--- config.mk ---
export PLATFORM = sky130hd
export DESIGN_NAME = pipe_skid_stage
export DESIGN_NICKNAME = d
export VERILOG_FILES = /design/src/rtl/pipe_skid_stage.sv
export SDC_FILE = /design/constraint.sdc
export NUM_CORES = 1
export LEC_CHECK = 0
export BUFFER_PORTS_ARGS = -buffer_cell sky130_fd_sc_hd__buf_2
export CAP_MARGIN = 5
export CORE_MARGIN = 1
export CORE_UTILIZATION = 40
export CTS_BUF_LIST = sky130_fd_sc_hd__clkbuf_4
export CTS_CLUSTER_DIAMETER = 30
export DETAILED_ROUTE_END_ITERATION = 12
export GPL_ROUTABILITY_DRIVEN = 0
export GPL_TIMING_DRIVEN = 0
export PLACE_DENSITY = 0.61
export SLEW_MARGIN = 15
export SYNTH_ARGS = -nofsm -noshare
export SYNTH_HDL_FRONTEND = slang
export SYNTH_SLANG_ARGS = --single-unit
--- constraint.sdc ---
create_clock -name clk -period 2.15 [get_ports clk]
set_input_delay 0 -clock clk [delete_from_list [all_inputs] [get_ports clk]]
set_output_delay 0 -clock clk [all_outputs]
set_load 0.005 [all_outputs]
--- src/rtl/pipe_skid_stage.sv ---
//============================================================================
// Module   : pipe_skid_stage
// Purpose  : Elastic inter-stage pipeline register with a valid/ready
//            handshake and a 2-entry skid buffer. It keeps the hazard-unit
//            controls: freeze holds the stage, local_clr flushes it to a
//            bubble.
// Options  : Define PIPE_SKID_BUBBLE_CNT_EN to add the bubble_cnt output,
//            a saturating count of genuine bubble cycles.
// Revision : 1.0 - initial release
//============================================================================
`default_nettype none

module pipe_skid_stage #(
    parameter int                 DATA_W    = 16,
    parameter logic [DATA_W-1:0]  NOP_VALUE = DATA_W'(16'h0800)
) (
    input  logic                  clk,
    input  logic                  rst_n,

    // Upstream side
    input  logic                  in_valid,
    output logic                  in_ready,
    input  logic [DATA_W-1:0]     in_data,

    // Downstream side
    output logic                  out_valid,
    input  logic                  out_ready,
    output logic [DATA_W-1:0]     out_data,

    // Hazard-unit controls
    input  logic                  freeze,
    input  logic                  local_clr,

    // Status
    output logic [1:0]            occupancy
`ifdef PIPE_SKID_BUBBLE_CNT_EN
    ,
    output logic [15:0]           bubble_cnt
`endif
);

    //------------------------------------------------------------------------
    // State encoding: number of words currently held
    //------------------------------------------------------------------------
    typedef enum logic [1:0] {
        ST_EMPTY = 2'd0,
        ST_ONE   = 2'd1,
        ST_TWO   = 2'd2
    } state_t;

    state_t                r_state;
    logic [DATA_W-1:0]     r_main;   // older word, drives out_data
    logic [DATA_W-1:0]     r_skid;   // younger word, only valid in ST_TWO

    logic                  w_accept;
    logic                  w_emit;

    //------------------------------------------------------------------------
    // Handshake. local_clr is deliberately not folded in here: the upstream
    // stage is flushed in the same cycle, so any word it offers is simply
    // discarded by the register update below.
    //------------------------------------------------------------------------
    assign in_ready  = (r_state != ST_TWO)   & ~freeze;
    assign out_valid = (r_state != ST_EMPTY) & ~freeze;
    assign w_accept  = in_valid  & in_ready;
    assign w_emit    = out_valid & out_ready;

    // Present a bubble when empty; freeze leaves the payload visible.
    always_comb begin
        out_data = r_main;
        if (r_state == ST_EMPTY) begin
            out_data = NOP_VALUE;
        end
    end

    // Occupancy mirrors the state encoding as a plain count.
    always_comb begin
        occupancy = 2'd0;
        case (r_state)
            ST_EMPTY: occupancy = 2'd0;
            ST_ONE:   occupancy = 2'd1;
            ST_TWO:   occupancy = 2'd2;
            default:  occupancy = 2'd0;
        endcase
    end

    //------------------------------------------------------------------------
    // Storage and FSM: reset > flush > freeze > normal handshake.
    // main always holds the older word so output order is strictly FIFO.
    //------------------------------------------------------------------------
    always_ff @(posedge clk or negedge rst_n) begin
        if (!rst_n) begin
            r_state <= ST_EMPTY;
            r_main  <= NOP_VALUE;
            r_skid  <= NOP_VALUE;
        end else if (local_clr) begin
            r_state <= ST_EMPTY;
            r_main  <= NOP_VALUE;
            r_skid  <= NOP_VALUE;
        end else if (freeze) begin
            r_state <= r_state;
        end else begin
            case (r_state)
                ST_EMPTY: begin
                    if (w_accept) begin
                        r_state <= ST_ONE;
                        r_main  <= in_data;
                    end
                end
                ST_ONE: begin
                    if (w_accept && w_emit) begin
                        r_main  <= in_data;
                    end else if (w_accept) begin
                        // Downstream stalled: park the new word behind main.
                        r_state <= ST_TWO;
                        r_skid  <= in_data;
                    end else if (w_emit) begin
                        r_state <= ST_EMPTY;
                    end
                end
                ST_TWO: begin
                    // in_ready is low here, so only draining is possible.
                    if (w_emit) begin
                        r_state <= ST_ONE;
                        r_main  <= r_skid;
                    end
                end
                default: begin
                    r_state <= ST_EMPTY;
                end
            endcase
        end
    end

`ifdef PIPE_SKID_BUBBLE_CNT_EN
    //------------------------------------------------------------------------
    // Bubble counter: cycles with no valid word that are not frozen stalls.
    // Only reset clears it so flushes stay visible in the statistic.
    //------------------------------------------------------------------------
    logic [15:0] r_bubble_cnt;
    logic        w_bubble;

    assign w_bubble   = ~out_valid & ~freeze;
    assign bubble_cnt = r_bubble_cnt;

    // Saturating increment on each genuine bubble cycle.
    always_ff @(posedge clk or negedge rst_n) begin
        if (!rst_n) begin
            r_bubble_cnt <= 16'd0;
        end else if (w_bubble && (r_bubble_cnt != 16'hFFFF)) begin
            r_bubble_cnt <= r_bubble_cnt + 16'd1;
        end
    end
`endif

endmodule

`default_nettype wire

### After elaboration in Yosys (flattened, before gate mapping)

Cells that the tools add are included.

* bitwise operators: 5
* equality and inequality tests: 10
* reductions and logical operators: 9
* mux-type cells: 20

Operators with widths (count)
* $mux W16: 10
* $pmux W16 S3: 1
* $mux W2: 7
* $ne A3 B3 Y1 const B: 4
* $reduce_and A5 Y1: 2
* $pmux W2 S3: 1
* $reduce_bool A2 Y1: 3
* $and A1 B1 Y1: 4
* $ne A2 B2 Y1 const B: 2
* $ne A4 B4 Y1 const B: 1
* $pmux W2 S2: 1
* $reduce_and A4 Y1: 1
* $reduce_bool A4 Y1: 1
* $eq A2 B1 Y1 const B: 1
* $eq A2 B2 Y1 const B: 1
* $logic_not A2 Y1: 1
* $ne A2 B1 Y1 const B: 1
* $logic_and A1 B1 Y1: 1
* $not A1 Y1: 1

* word-level logic and storage cells: 47
* input port bits: 22
* register bits after elaboration: 34

### Depth between registers and ports, before layout

Gate-level depths: netlist of run 1.

* depth in word-level cells: 9
* mapped depth: 8
* mapped depth without buffers: 6

### Least setup slack after synthesis of run 1

No wires, ideal clock.

* kind: register to register
* from: register r_state[0]
* to: register r_state[0]
* path slack: 336 ps
* arrival: 1686 ps
* setup time: 127 ps
* stages on the path, launching flop included: 7
* clock period less this slack: 1814 ps
* cell sequence: dfrtp_1 > inv_1 > ha_1 > nand4bb_4 > a21boi_2 > a2111oi_2 > mux2_1

* word-level cells in the longest chain between the ends: 8
* elaborated cells between the ends (all ways): 20
* classes of those cells: eq/ne: 7; mux: 5; bitwise: 4; reduce/logical: 4

Ends and longest elaborated chain
* start, declared: RTL line 51 `state_t r_state;`
* start signal, assigned: RTL line 101 `r_state <= r_state;`
* $ne A2 B2 Y1: RTL line 63 `assign in_ready = (r_state != ST_TWO) & ~freeze;`
* $and A1 B1 Y1: RTL line 63
* $and A1 B1 Y1: RTL line 65 `assign w_accept = in_valid & in_ready;`
* $mux W2: RTL line 113 `end else if (w_accept) begin`
* $mux W2: RTL line 111 `if (w_accept && w_emit) begin`
* $pmux W2 S3: RTL line 103 `case (r_state)`
* $mux W2: RTL line 100 `end else if (freeze) begin`
* $mux W2: RTL line 96 `end else if (local_clr) begin`

Parallel ways exist; a longest one is shown, timed or not. The select of a mux whose other input is x is not followed.
A chain may end at the register's enable or synchronous reset.

### Worst setup path after layout of run 1

* from: register r_state[0]
* to: output port out_data[11]

* word-level cells in the longest chain between the ends: 2

Ends and longest elaborated chain
* $logic_not A2 Y1: RTL line 71 `if (r_state == ST_EMPTY) begin`
* $mux W16: RTL line 71
* end, declared: RTL line 28 `output logic [DATA_W-1:0] out_data,`

No other way between the ends.

==> metrics.cfg, run 1 <==
[run_status]
status = completed

[layout]
fin_nets = 264
layout.area.seq_um2 = 853
syn_to_final_growth_pct = 25.8
drive_gt1_share_pct = 40.2
fillers = 449
final_util_pct = 53.4
fin_cells = 306
diodes = 0
final_area_um2 = 2590
multi_input_area_um2 = 1090

[synth]
netlist.area_leader.share_pct = 38.9
synthDistinctLibCells = 31
synth_top_family_by_area = compound AO/OA/AOI/OAI gates
syn-cell-area_um2 = 2060
synthFlopType = dfrtp_1
ys_warn_count = 0
synth_top_area_cell = dfrtp_1
synth_area_leaders = dfrtp_1, mux2i_1, a311oi_2
yosys.area_share.xor_xnor_pct = 0
yosys.area_share.simple_pct = 12.8
synth_compound_area_share_pct = 21.5
ys_ff_latch = 34
synth_fa_ha_area_share_pct = 2.43
synth_mux_area_share_pct = 16.1
syn_nets = 201
synth_commonest_cells = dfrtp_1, mux2i_1, nor2_1
synth_area_per_cell_um2 = 11.8
synthArstFlopShare_pct = 100
postSynthCellCount = 175
synth_edf_count = 0
ys_seq_area_share_pct = 41.5

[grt]
grt_max_degree = 35
overflow = 0
antenna_found_initial = 0
track_usage_pct = 17.8
grt_pass1_wl_um = 7180
grt_pass1_vias = 1498

[clocking]
cts_tree = yes
cts.sinks = 34
numCtsBuffers = 5
clk_pin_slew_ns = 0.10
clk-insertion-delay-late_ns = 0.34
postCtsSetupRepairBufs = 0
ctsRootBufferMaster = clkbuf_4
htree_levels = 2
clk_path_buf_depth = 2

[pwr]
power_density_nw_per_um2 = 599
p_leak_uw = 0.00120
ir_worst_vdd_uv = 307
power_uw = 1550

[setup_path]
end_kind = primary output
critical_path_class = reg2out
cp_max_fo = 10
cp_cell_sequence = inv_1 > ha_1 > buf_4 > clkbuf_2 > or2_2 > buf_2
worst_path_max_delay_cell = dfrtp_1
crit_required_ns = 2.15
crit_family = buffers and inverters
arrival_ns = 2.02
cp-start-kind = flop
path_buf_inv = 4
slowest_delay_ns = 0.41

[timing]
finalCritPeriodShare_pct = 93.9
setup_viol = 0
fmax_ghz = 0.495
tightest_slew_ns = 0.772
slew_headroom_pct = 48.5
hold_viol = 0
finalCriticalPeriod_ns = 2.02
slew_violations = 0
skew_ns = 0.0122
grt_setup_unrepaired = true

[route]
met1Wirelength_um = 2130
top_layer_used = met4
route.met3.wl_um = 151
dr_wl_met2_um = 2000
drc = 0
first_iter_violations = 100
vias = 1473
wl_per_cell_um = 14.1
final_antenna_net_count = 0
firstDrtPassIters = 4
vias_per_cell = 4.81
drt_wl_total_um = 4330

[floorplanning]
dieArea_um2 = 5440
core_um2 = 4850
die_y_um = 73.7
rows = 25
io_pins = 42
die_width_um = 73.7
initial_core_util_pct = 42.5

[placed_design]
placed_area_um2 = 2340
place_inst = 282
port_buffers = 40
post-dp-hpwl_um = 3110

[run]
cap_viol_max_count = 0

[min_path]
hp-class = in2reg

[metrics by stage]
step	hold slack (ns)	setup slack (ns)	setup TNS, ns
after global placement	0.121	0.138	0
after detailed placement	0.122	0.133	0
after CTS	0.0223	0.0260	0
final	0.0316	0.131	0
after floorplan	-0.296	0.336	0
after global routing	0.0367	-0.000174	-0.000174
[path summary, 6_finish.rpt]
| kind | to | from | slack (ns) | cells after the start |
|---|---|---|---|---|
| max | out_data[11] | r_state[0] | 0.13 | 6 |
| min | r_main[11] | in_data[11] | 0.03 | 4 |
| max reg2reg | r_state[0] | r_state[0] | 0.15 | 6 |
| min reg2reg | r_skid[2] | r_skid[2] | 0.53 | 2 |
| max in group asynchronous | r_main[9] | rst_n | 1.40 | 2 |
| min in group asynchronous | r_skid[6] | rst_n | 0.25 | 2 |
[power by group]
group          leakage [uW]  internal [uW]  total [uW]  switching (uW)
clock network     0.0000433            255         474             219
registers          0.000458            679         702            22.8
logic              0.000698            170         377             207
total               0.00120           1100        1550             449
[flip-flops by register name, indices dropped and copies added (netlist names)]
signal   flops
r_main      16
r_skid      16
r_state      2
[cell families after synthesis]
kind of cell               after synthesis
and+or+nand+nor                         46
AOI/OAI and AO/OA                       38
DFF                                     34
muxes                                   33
buffers and inverters                   20
adders and majority gates                4
[area by class of cell]
class                      instances  area share [%]
clock inverter                     2            1.30
timing repair buffer              56            13.9
multi-input combinational        121            42.0
clock buffer                       6            1.74
tap                               67            3.24
sequential                        34            32.9
inverter                           5           0.725
buffer                            15            4.11
[placed cells by master (no fill, tap or decap)]
cell type	synthesis	routed
a2111oi_2	1	1
a211o_1	1	1
a21boi_2	1	1
a21o_1	2	2
a21oi_1	1	1
a21oi_2	15	15
a311oi_1	1	1
a311oi_2	14	14
and4bb_1	1	1
buf_1	1	1
buf_2	3	43
buf_4	4	3
buf_6	3	3
buf_8	0	1
bufinv_16	0	1
clkbuf_1	4	3
clkbuf_2	0	1
clkbuf_4	0	6
clkinv_1	0	1
dfrtp_1	32	32
dfstp_2	2	2
dlygate4sd3_1	0	16
ha_1	4	4
inv_1	5	5
mux2_1	1	1
mux2i_1	32	32
nand2_1	1	1
nand2b_1	2	2
nand3_1	1	1
nand3b_2	1	1
nand4bb_4	1	1
nor2_1	21	21
nor2b_1	16	16
o21ai_4	1	1
o31ai_4	1	1
or2_1	1	1
or2_2	1	1
[timing repair]
item	CTS	global route
hold buffers	16	0
gates resized for setup	0	4
endpoints found under the setup margin	0	15
endpoints found under the hold margin	47	0
[worst register-to-register path, delay by kind of cell (launching register included)]
family | cells | cell delay (ns)
and+or+nand+nor | 1 | 0.20
muxes | 1 | 0.36
adders and majority gates | 1 | 0.31
DFF | 1 | 0.43
buffers and inverters | 1 | 0.11
AOI/OAI and AO/OA | 2 | 0.49
[metal layers]
metal / global-route usage [%] / vias to the layer above
li1: - / 751
met1: 24.6 / 686
met2: 28.3 / 29
met3: 3.29 / 7
met4: 5.77 / 0
met5: 0 / -
No activity file was read; power rests on OpenSTA's default activity.
==> run 2: changes to the inputs <==
--- a/config.mk
+++ b/config.mk
@@ -14,7 +14,7 @@
 export DETAILED_ROUTE_END_ITERATION = 12
 export GPL_ROUTABILITY_DRIVEN = 0
 export GPL_TIMING_DRIVEN = 0
-export PLACE_DENSITY = 0.61
+export PLACE_DENSITY = 0.59
 export SLEW_MARGIN = 15
 export SYNTH_ARGS = -nofsm -noshare
 export SYNTH_HDL_FRONTEND = slang
==> run 2 against run 1 <==
  * Combinational power barely moved
  * First-iteration DRC count fell by 42%
  * Cell area fell by 0.63%
  * Utilization fell by 0.34 points
  * Sequential cell count did not move
==> metrics.cfg, run 2 (synthesis gave the netlist of run 1 again) <==
[run_status]
status = completed

[clocking]
postCtsSetupRepairBufs = 0  ; unchanged
clk_path_buf_depth = 2  ; unchanged
htree_levels = 2  ; unchanged
ctsRootBufferMaster = clkbuf_4
clk_pin_slew_ns = 0.10  ; about the same
cts_tree = yes
clk-insertion-delay-late_ns = 0.33  ; about the same
cts.sinks = 34  ; unchanged
numCtsBuffers = 5  ; unchanged

[setup_path]
reg2reg_to = r_main[15]
worst_path_max_delay_cell = dfrtp_1
crit_required_ns = 2.39  ; +0.24 ns
critical_path_class = reg2reg
worst_path_most_repeated_cell = a21oi_2
reg2regPathDepth = 7  ; +1
arrival_ns = 2.26  ; +0.24 ns
path_buf_inv = 2  ; -2
crit_family = compound AO/OA/AOI/OAI gates
ff2ff_setup_slack_ns = 0.13  ; -0.02 ns
r2r_start = r_state[0]
cp-start-kind = flop
cp_cell_sequence = inv_1 > ha_1 > nand4bb_4 > a21oi_2 > buf_4 > a21oi_2 > a311oi_2
slowest_delay_ns = 0.41  ; about the same
end_kind = flop
cp_max_fo = 10  ; unchanged

[route]
first_iter_violations = 58  ; -42%
wl_per_cell_um = 14.6  ; +3.2%
final_antenna_net_count = 0  ; unchanged
drt_wl_total_um = 4470  ; +3.2%
drc = 0  ; unchanged
firstDrtPassIters = 4  ; unchanged
vias_per_cell = 5.00  ; +3.8%
vias = 1529  ; +3.8%

[grt]
overflow = 0  ; unchanged
track_usage_pct = 18.5  ; +0.64 points
grtUsageMet3_pct = 3.70  ; +0.41 points
antenna_found_initial = 0  ; unchanged
use_met2_pct = 32.1  ; +3.8 points
grtUsageMet1_pct = 22.1  ; -2.5 points
grt_pass1_wl_um = 7330  ; +2.1%
top_usage_layer = met2
grt_pass1_vias = 1523  ; +1.7%
grt_max_degree = 35  ; unchanged

[placed_design]
post-dp-hpwl_um = 3360  ; +8.1%
port_buffers = 40  ; unchanged
placed_area_um2 = 2340  ; unchanged

[timing]
setup_viol = 0  ; unchanged
fmax_ghz = 0.496  ; +0.17%
skew_ns = 0.00966  ; -0.00249 ns
grt_setup_unrepaired = false
finalCritPeriodShare_pct = 93.7  ; -0.16 points
tightest_slew_ns = 0.755  ; -0.0166 ns
slew_violations = 0  ; unchanged
slew_headroom_pct = 49.7  ; +1.1 points
finalCriticalPeriod_ns = 2.02  ; -0.00335 ns
hold_viol = 0  ; unchanged
tns_ns = 0  ; unchanged

[layout]
layout_common_cells = buf_2, mux2i_1, dfrtp_1, nor2_1
final_common_cell = buf_2
drive_gt1_share_pct = 41.0  ; +0.84 points
fin_nets = 264  ; unchanged
final_area_um2 = 2570  ; -0.63%
diodes = 0  ; unchanged
syn_to_final_growth_pct = 25.0
reg_top3 = r_main: 16 flops, r_skid: 16 flops, r_state: 2 flops

[floorplanning]
io_pins = 42  ; unchanged
rows = 25  ; unchanged
die_width_um = 73.7  ; unchanged
core_um2 = 4850  ; unchanged
dieArea_um2 = 5440  ; unchanged
die_y_um = 73.7  ; unchanged
initial_core_util_pct = 42.5  ; unchanged

[pwr]
p_leak_uw = 0.00119  ; -0.67%
ir_worst_vdd_uv = 333  ; +8.4%
power_density_nw_per_um2 = 563  ; -6.0%

[min_path]
hold_depth = 4  ; unchanged
hp-class = in2reg
min-delay-start = in_data[11]
min_to = r_skid[11]

[run]
cap_viol_max_count = 0  ; unchanged

## run 2: cell types whose count changed in the layout (fill, tap and decap cells not counted)
cell,change
ha_2,+1
clkbuf_4,+2
ha_1,-1
clkinv_1,-1
bufinv_16,-1
## run 2: repair_timing
action | 4_1_cts | 5_1_grt
endpoints found under the hold margin | 47 | 0
hold buffers | 16 | 0
gates resized for setup | 0 | 5
setup endpoints to repair | 0 | 19
## run 2: power by group
| group | switching (uW) | internal [uW] | total [uW] |
|---|---|---|---|
| clock network | 198 | 168 | 366 |
| logic | 210 | 170 | 380 |
| registers | 24.2 | 679 | 703 |
## run 2: area by class of cell
type | count | area, um^2
fillers | 437 | 2270
multi-input cells | 121 | 1090
flip-flops and latches | 34 | 853
repair buffers | 56 | 360
plain buffers | 15 | 106
well taps | 67 | 83.8
clock buffers | 8 | 60.1
inverters | 5 | 18.8
## run 2: through the flow
step | util (%) | hold slack (ns) | power (uW) | cells | setup WS, ns
2_1_floorplan | - | -0.296 | 968 | 175 | 0.336
3_3_place_gp | 48.3 | 0.0955 | 1060 | 282 | 0.192
3_5_place_dp | 48.3 | 0.116 | 1080 | 282 | 0.112
4_1_cts | 52.9 | 0.0120 | 1470 | 306 | 0.0260
5_1_grt | 53.1 | 0.0336 | 1530 | 306 | 0.000155
6_report | 53.1 | 0.0334 | 1450 | 306 | 0.134
## run 2: layer usage
layer / part of all wire, % / wire length (um) / vias to the layer above
met1: 45 / 1990 / 733
li1: - / - / 753
met3: 4.0 / 177 / 10
met2: 50 / 2210 / 33
met4: 1.9 / 85 / 0
met5: 0 / 0 / -
## run 2: worst max path at each step
stage | startpoint | to | cells past startpoint
after CTS | r_state[0] | out_data[11] | 6
after detailed placement | r_state[0] | r_skid[5] | 8
final | r_state[0] | r_main[15] | 7
after global routing | r_state[0] | r_skid[5] | 7
after floorplan | r_state[0] | r_state[0] | 6
after global placement | r_state[0] | r_skid[4] | 8
## run 2: tightest hold or removal path: stages
cell and delay (ns):
buf_2 0.10, inv_1 0.04, nor2_1 0.09, a211o_1 0.10
